`config.mk`:
```
export PLATFORM = sky130hd
export DESIGN_NAME = tlb_refill_ctrl
export DESIGN_NICKNAME = d
export VERILOG_FILES = /design/src/rtl/tlb_refill_ctrl.sv
export SDC_FILE = /design/constraint.sdc
export NUM_CORES = 1
export LEC_CHECK = 0
export CORE_MARGIN = 2
export CORE_UTILIZATION = 37
export CTS_CLUSTER_SIZE = 12
export DETAILED_ROUTE_END_ITERATION = 7
export GPL_TIMING_DRIVEN = 0
export PLACE_DENSITY = 0.77
export SYNTH_ARGS = -nofsm -noshare
export SYNTH_HDL_FRONTEND = slang
export SYNTH_SLANG_ARGS = --single-unit
export TNS_END_PERCENT = 1
```
`constraint.sdc`:
```
create_clock -name clk -period 2 [get_ports clk]
set_input_delay 0.4 -clock clk [delete_from_list [all_inputs] [get_ports clk]]
set_output_delay 0.4 -clock clk [all_outputs]
set_load 0.01 [all_outputs]
```
`src/rtl/tlb_refill_ctrl.sv`:
```
// tlb_refill_ctrl
//   Miss/refill sequencer for a 32-entry fully-associative TLB.
//   Forwards lookup hits to the tree pseudo-LRU, keeps the per-entry valid
//   vector, picks a victim on a miss (lowest free entry, else the LRU's
//   choice), walks the page table through a req/resp handshake and writes
//   the returned translation back into the victim entry.
//
// Ports
//   clk, rst                    clock, synchronous active-high reset
//   lookup_valid/hit/hit_idx    lookup stage result
//   lookup_vpn                  VPN of the current lookup
//   flush                       invalidate all entries (pulse)
//   lru_access/addr_access      touch an entry in the LRU tree
//   lru_compare, lru_victim     victim query; answer is registered in lru
//   ptw_req_*                   walk request handshake
//   ptw_resp_*                  walk response (pulse)
//   tlb_we/widx/wvpn/wppn       TLB entry write port
//   entry_valid                 per-entry valid vector
//   busy                        refill in progress
//   miss_done/miss_fault/ppn    refill completion report
module tlb_refill_ctrl #(
  parameter int unsigned VPN_W = 20,
  parameter int unsigned PPN_W = 22
) (
  input  logic             clk,
  input  logic             rst,
  input  logic             lookup_valid,
  input  logic             lookup_hit,
  input  logic [4:0]       hit_idx,
  input  logic [VPN_W-1:0] lookup_vpn,
  input  logic             flush,
  output logic             lru_access,
  output logic [4:0]       lru_addr_access,
  output logic             lru_compare,
  input  logic [4:0]       lru_victim,
  output logic             ptw_req_valid,
  input  logic             ptw_req_ready,
  output logic [VPN_W-1:0] ptw_req_vpn,
  input  logic             ptw_resp_valid,
  input  logic [PPN_W-1:0] ptw_resp_ppn,
  input  logic             ptw_resp_fault,
  output logic             tlb_we,
  output logic [4:0]       tlb_widx,
  output logic [VPN_W-1:0] tlb_wvpn,
  output logic [PPN_W-1:0] tlb_wppn,
  output logic [31:0]      entry_valid,
  output logic             busy,
  output logic             miss_done,
  output logic             miss_fault,
  output logic [PPN_W-1:0] miss_ppn
);

  typedef enum logic [2:0] {
    IDLE = 3'd0,
    SEL  = 3'd1,
    CAPT = 3'd2,
    REQ  = 3'd3,
    WAIT = 3'd4,
    FILL = 3'd5
  } state_t;

  state_t             r_state;
  state_t             w_next;
  logic [31:0]        r_entry_valid;
  logic               r_flush_pending;
  logic [VPN_W-1:0]   r_miss_vpn;
  logic [4:0]         r_victim;
  logic [PPN_W-1:0]   r_ppn;
  logic               r_fault;

  logic               w_full;
  logic               w_found;
  logic [4:0]         w_free_idx;
  logic               w_miss;
  logic               w_flush_apply;

  assign w_full        = &r_entry_valid;
  assign w_miss        = lookup_valid & ~lookup_hit;
  // A flush landing in FILL itself is treated like a pending one.
  assign w_flush_apply = r_flush_pending | flush;

  assign entry_valid = r_entry_valid;
  assign busy        = (r_state != IDLE);
  assign miss_ppn    = r_ppn;

  // Lowest-index invalid entry.
  always_comb begin
    w_found    = 1'b0;
    w_free_idx = '0;
    for (int unsigned i = 0; i < 32; i++) begin
      if (!w_found && !r_entry_valid[i]) begin
        w_found    = 1'b1;
        w_free_idx = 5'(i);
      end
    end
  end

  always_comb begin
    w_next          = r_state;
    lru_access      = 1'b0;
    lru_addr_access = '0;
    lru_compare     = 1'b0;
    ptw_req_valid   = 1'b0;
    ptw_req_vpn     = '0;
    tlb_we          = 1'b0;
    tlb_widx        = '0;
    tlb_wvpn        = '0;
    tlb_wppn        = '0;
    miss_done       = 1'b0;
    miss_fault      = 1'b0;
    case (r_state)
      IDLE: begin
        if (lookup_valid && lookup_hit) begin
          lru_access      = 1'b1;
          lru_addr_access = hit_idx;
        end else if (w_miss) begin
          // A simultaneous flush empties the vector, so a free entry exists.
          w_next = (flush || !w_full) ? REQ : SEL;
        end
      end
      SEL: begin
        lru_compare = 1'b1;
        w_next      = CAPT;
      end
      CAPT: begin
        lru_compare = 1'b1;
        w_next      = REQ;
      end
      REQ: begin
        ptw_req_valid = 1'b1;
        ptw_req_vpn   = r_miss_vpn;
        if (ptw_req_ready) w_next = WAIT;
      end
      WAIT: begin
        if (ptw_resp_valid) w_next = FILL;
      end
      FILL: begin
        miss_done = 1'b1;
        w_next    = IDLE;
        if (!w_flush_apply) begin
          if (r_fault) begin
            miss_fault = 1'b1;
          end else begin
            tlb_we          = 1'b1;
            tlb_widx        = r_victim;
            tlb_wvpn        = r_miss_vpn;
            tlb_wppn        = r_ppn;
            lru_access      = 1'b1;
            lru_addr_access = r_victim;
          end
        end
      end
      default: w_next = IDLE;
    endcase
  end

  always_ff @(posedge clk) begin
    if (rst) begin
      r_state         <= IDLE;
      r_entry_valid   <= '0;
      r_flush_pending <= 1'b0;
      r_miss_vpn      <= '0;
      r_victim        <= '0;
      r_ppn           <= '0;
      r_fault         <= 1'b0;
    end else begin
      r_state <= w_next;
      if (flush && r_state != IDLE && r_state != FILL) r_flush_pending <= 1'b1;
      case (r_state)
        IDLE: begin
          if (flush) r_entry_valid <= '0;
          if (w_miss) begin
            r_miss_vpn <= lookup_vpn;
            if (flush)        r_victim <= '0;
            else if (!w_full) r_victim <= w_free_idx;
          end
        end
        CAPT: r_victim <= lru_victim;
        WAIT: begin
          if (ptw_resp_valid) begin
            r_ppn   <= ptw_resp_ppn;
            r_fault <= ptw_resp_fault;
          end
        end
        FILL: begin
          if (w_flush_apply) begin
            r_entry_valid   <= '0;
            r_flush_pending <= 1'b0;
          end else if (!r_fault) begin
            r_entry_valid[r_victim] <= 1'b1;
          end
        end
        default: ;
      endcase
    end
  end

endmodule

```
==> metrics.txt, run 1 <==
post-route DRC violation count=0; largest area contributor in the synthesized netlist=dfxtp_1; initial DRC count=217; Sink Count=84; Data arrival, critical path=2.05 ns; Crit-path slowest cell=or3_4; Slew HR=63.26%; ys flop type=dfxtp_1; RSZ-0062 raised after global routing=true; ranking of synthesized cells by area=dfxtp_1 (43%), nand2_1 (10%), a21oi_1 (10%); maximum vdd drop=373.7 uV; Vias/cell=5.197; Commonest cells post-synth=nand2_1 (109), dfxtp_1 (84), a21oi_1 (81); CP Launch Type=flop; Setup WS post-layout=-0.4547 ns; global-route wire length before repair=22140 um; Placed Area=6061 sq um; hpwl dp=10560 um; CTS tree=yes; Via Count=4615; worst r2r path cells=7; failing checks=setup timing; Pwr Density=582.6 nW/um^2; cell count after synthesis=533; largest net degree at the start of global routing=14; status=finished, violations left; CORE AREA=10370 sq um; syn_nets=593; worst-path cell chain=and2b_2 -> nand2_2 -> or3_4 -> nor2_4 -> buf_6 -> buf_8 -> and2_4 -> buf_6; count of different cell masters after synthesis=47; CP Class=reg2out; CP peak stage delay=0.35 ns; Final Core Density=62.87%; Synth Register Bits=84; TritonCTS Buffers=9; Antenna Nets Post-Route=0; layout cells sized above 1=20.21%; EDFF count, synth=0; Leak=2.743 nW; full die area=11530 sq um; hold_ws=0.4636 ns; synthesized cell area=3954 sq um; CTS H-tree lvls=3; routing usage on met2=42.36%; layout net count=807; Worst Clk Skew=0.01707 ns; die width=107.4 um; Initial Util=38.13%; row count=37; hold depth=2; Worst-Margin Slew=0.5511 ns; clk root buf=clkbuf_8; Routed WL=14440 um; number of detailed-route iterations in the first pass=4; initial antenna violation count=0; GRT met3 Usage=4.600%; Pins Over Slew Limit=0; Req. time, crit path=1.60 ns; Hold Crit Class=in2reg; Hold Fails Final Rpt=0; GR Layer Usage met1=29.35%; global route hottest layer=met2; most used cell, CP=buf_6; synth-to-layout area growth=64.90%; overall global routing resource usage=24.34%; Total Power=3.799 mW; minimum clock period after layout=2.455 ns; Setup crit end kind=output pin; gpl congestion=0.9397; die height=107.4 um; max_cap viols=0; I/O Pins=193; Clock Tree Buf Depth=2; crit share post-route=122.7%; YS warnings=0; Avg Cell Area, Syn=7.418 sq um; asr flop ratio synth=0%; post-synthesis sequential area ratio=42.53%; setup violators final=66; grt ovf=0; Buffers on Ports=191; number of global-route vias before repair=4431; maximum clock frequency=0.4074 GHz; Synth top area share=42.53%; diode count=0; CP Max Fanout=5; Clock transition at path regs=0.09 ns; final instance area=6520 sq um; Worst-Skew Late Latency=0.37 ns; DR WL/cell=16.26 um; count leader, synth=nand2_1
-- power breakdown --
group          leakage [nW]  switching (mW)  internal [mW]
clock                 0.114           0.633          0.776
combinational          1.95           0.329          0.274
sequential            0.684          0.0578           1.73
total                  2.74            1.02           2.78
-- state kept, by name (all words and copies together) (netlist names) --
name             flops
entry_valid         32
miss_ppn            22
r_fault              1
r_flush_pending      1
r_miss_vpn          20
r_state              3
r_victim             5
-- layout make-up --
type / count / area, sq um
flip-flops and latches: 84 / 1694
inverters: 10 / 37.54
fillers: 908 / 3850
plain buffers: 33 / 197.7
well taps: 136 / 170.2
multi-input cells: 403 / 2211
clock buffers: 13 / 158.9
repair buffers: 206 / 1982
clock inverters: 3 / 68.82
-- timing repair --
item	4_1_cts	5_1_grt
pin swaps	17	5
buffers inserted	10	2
hold buffers	0	0
gates resized for setup	277	78
cloned	4	0
endpoints found under the setup margin	132	122
-- path summary, 6_finish.rpt --
| kind | from | slack, ns | end |
|---|---|---|---|
| worst max-delay path | r_state[1] | -0.45 | tlb_wppn[11] |
| worst min-delay path | rst | 0.46 | r_victim[0] |
| worst min register to register | r_miss_vpn[1] | 0.47 | r_miss_vpn[1] |
| worst max register to register | r_fault | 0.08 | entry_valid[19] |
-- through the flow --
step                      setup WS [ns]  setup TNS (ns)  cells
final                           -0.4547          -25.73    888
after global routing            -0.4878          -29.11    888
after global placement           -1.217          -88.02    860
after floorplan                -0.06502         -0.7485    533
after CTS                       -0.5328          -33.54    887
after detailed placement         -1.251          -93.16    860
-- worst max-delay path, delay by kind of cell (launching register included) --
kind,cells,cell delay (ns)
flops,1,0.34
simple gates,5,0.97
buf+inv,3,0.39
-- layer usage --
metal / up-vias / routed length, um
li1: 2225 / -
met1: 2158 / 5847
met2: 205 / 7146
met3: 27 / 1124
met4: 0 / 320
met5: - / 0
-- cell families (layout without fill, tap and decap cells) --
family / Yosys count / after routing / share of synthesized area (%)
DFF: 84 / 84 / 42.53
xor gates and xnor gates: 1 / 1 / 0.2216
and+or+nand+nor: 282 / 282 / 35.51
buffers and inverters: 46 / 265 / 4.525
AOI/OAI and AO/OA: 120 / 120 / 17.22
-- cell usage in the layout, fill, tap and decap left out, drive strengths merged, types with 2 or more instances in the layout --
cell / instances
a211oi: 2
a21boi: 2
a21o: 7
a21oi: 81
a311oi: 2
a31oi: 6
a32oi: 3
and2: 51
and3: 25
and3b: 2
buf: 79
bufinv: 2
clkbuf: 37
clkdlybuf4s15: 2
clkdlybuf4s50: 122
dfxtp: 84
dlygate4sd2: 4
dlymetal6s2s: 8
inv: 10
nand2: 109
nand2b: 3
nand3: 3
nand4: 7
nor2: 52
nor2b: 2
nor3: 8
nor3b: 6
nor4: 3
o21ai: 8
o22ai: 2
or2: 2
or3: 4
No activity file was read; power rests on OpenSTA's default activity.
==> inputs of run 2 (changes only) <==
- CORE_UTILIZATION: 37 -> 41
- PLACE_DENSITY: 0.77 -> 0.81
- clock period: 2 -> 2.73 ns (I/O delays scaled with it)
==> metrics.txt, run 2 (same netlist as run 1, synthesis figures left out) <==
status=finished, violations left; failing checks=setup timing; worst-path cell chain=buf_6 -> and2b_2 -> nand2_2 -> or3_4 -> nor2_4 -> buf_6 -> buf_6 -> buf_8 -> buf_8 -> and2_1 -> buf_2; die width=102.2 um; worst r2r path cells=8; Filler Cell Count=761; Sink Count=84; Worst Hold Path EP=r_miss_vpn[16]; Vias/cell=5.303; GRT met3 Usage=6.430%; Initial Util=42.59%; max reg flops=32; full die area=10440 sq um; Hold Fails Final Rpt=0; R2R Path End=r_victim[2]; Buffers on Ports=191; Leak=2.444 nW; row count=35; minimum clock period after layout=2.764 ns; CP Class=reg2out; CORE AREA=9284 sq um; synth-to-layout area growth=60.92%; global route hottest layer=met2; most common cell after layout, fill and taps aside=clkdlybuf4s50_1; DR WL/cell=16.91 um; overall global routing resource usage=27.40%; maximum clock frequency=0.3618 GHz; Hold Crit Class=reg2reg; crit share post-route=101.2%; FF-to-FF setup slack=0.62 ns; Pins Over Slew Limit=0; CP Max Fanout=10; Pwr Density=421.3 nW/um^2; diode count=0; number of global-route vias before repair=4436; maximum vdd drop=330.3 uV; Worst-Margin Slew=0.6677 ns; hold depth=2; CP Launch Type=flop; Setup crit end kind=output pin; largest net degree at the start of global routing=17; hpwl dp=10970 um; clk root buf=clkbuf_8; Data arrival, critical path=2.22 ns; Via Count=4661; Antenna Nets Post-Route=0; die height=102.2 um; most used cell, CP=buf_6; CTS H-tree lvls=3; grt ovf=0; layout net count=805; Req. time, crit path=2.18 ns; Slew HR=55.29%; global-route wire length before repair=22400 um; most frequent cells in the layout=clkdlybuf4s50_1 (136), nand2_1 (108), dfxtp_1 (82), a21oi_1 (81), nor2_1 (49); TritonCTS Buffers=9; worst hold start=r_miss_vpn[16]; initial DRC count=189; RR Startpoint=r_state[2]; max_cap viols=0; setup violators final=11; gpl congestion=0.9853; Reg area=1684 sq um; routing usage on met2=49.95%; Post-Place Cells=853; post-route DRC violation count=0; Bufs and invs on worst path=6; number of detailed-route iterations in the first pass=4; CTS tree=yes; RSZ-0062 raised after global routing=true; GR Layer Usage met1=31.34%; non-filler instance count after layout=879; CP peak stage delay=0.35 ns; Final Core Density=68.53%; initial antenna violation count=0; layout cells sized above 1=14.80%; Setup WS post-layout=-0.03370 ns; Worst-Skew Late Latency=0.36 ns; Crit-path slowest cell=dfxtp_2; Clock transition at path regs=0.09 ns; Clock Tree Buf Depth=2; area of the multi-input gates=2135 sq um; I/O Pins=193; Worst Clk Skew=0.009762 ns; Top delay family on crit path=simple AND/OR/NAND/NOR gates; Routed WL=14860 um
run 2: cell count changes in the layout (fill, tap and decap cells not counted), sizes merged, moves of 3 or more:
cell	before	now
buf	79	41
clkbuf	37	40
clkdlybuf4s15	2	27
clkdlybuf4s50	122	136
dlymetal6s2s	8	0
run 2: worst max path at each step:
stage / startpoint / end / slack, ns / depth (start not counted)
floorplan: r_state[2] / lru_addr_access[4] / 0.48 / 8
global placement: flush / tlb_wvpn[4] / -0.84 / 7
detailed placement: flush / tlb_wvpn[4] / -0.89 / 7
CTS: r_state[2] / lru_addr_access[4] / -0.15 / 10
global route: r_state[2] / tlb_wvpn[4] / -0.09 / 11
finish: r_state[2] / tlb_wvpn[4] / -0.03 / 11
run 2: stage by stage:
step	area (sq um)	setup slack (ns)	TNS [ns]	total power, mW	hold slack, ns
6_report	6362	-0.03370	-0.1201	2.681	0.4668
3_3_place_gp	6027	-0.8420	-37.55	1.736	0.4476
3_5_place_dp	6027	-0.8896	-41.27	1.754	0.4562
5_1_grt	6362	-0.09049	-1.563	2.789	0.4804
4_1_cts	6365	-0.1499	-4.256	2.670	0.4678
2_1_floorplan	3954	0.4780	0	1.534	0.4403
run 2: worst min-delay path: cells and delay by family, from the launching register on:
kind | cells | cell delay (ns)
flops | 1 | 0.32
simple gates | 1 | 0.05
compound gates | 1 | 0.05
run 2: report_power, final:
group,switching (mW),leakage (nW),internal [mW]
Sequential,0.0402,0.681,1.27
Combinational,0.244,1.66,0.194
Clock,0.500,0.103,0.437
run 2: what timing repair did:
item | in CTS | in global routing
buffers inserted | 5 | 3
setup endpoints to repair | 76 | 74
pin swaps | 7 | 2
resized for setup | 206 | 23
cloned | 3 | 0
hold buffers | 0 | 0
run 2: layout make-up:
type                    instances  share of cell area [%]
multi-input cells             403                   33.55
repair buffers                202                   30.40
flip-flops and latches         84                   26.47
plain buffers                  35                   3.166
well taps                     129                   2.537
clock buffers                   9                   1.947
clock inverters                 7                   1.337
inverters                      10                  0.5900
run 2: metal layers:
layer	routed length, um	share of wire, %
met1	5826	39
met2	7667	52
met3	1119	7.5
met4	251	1.7
met5	0	0
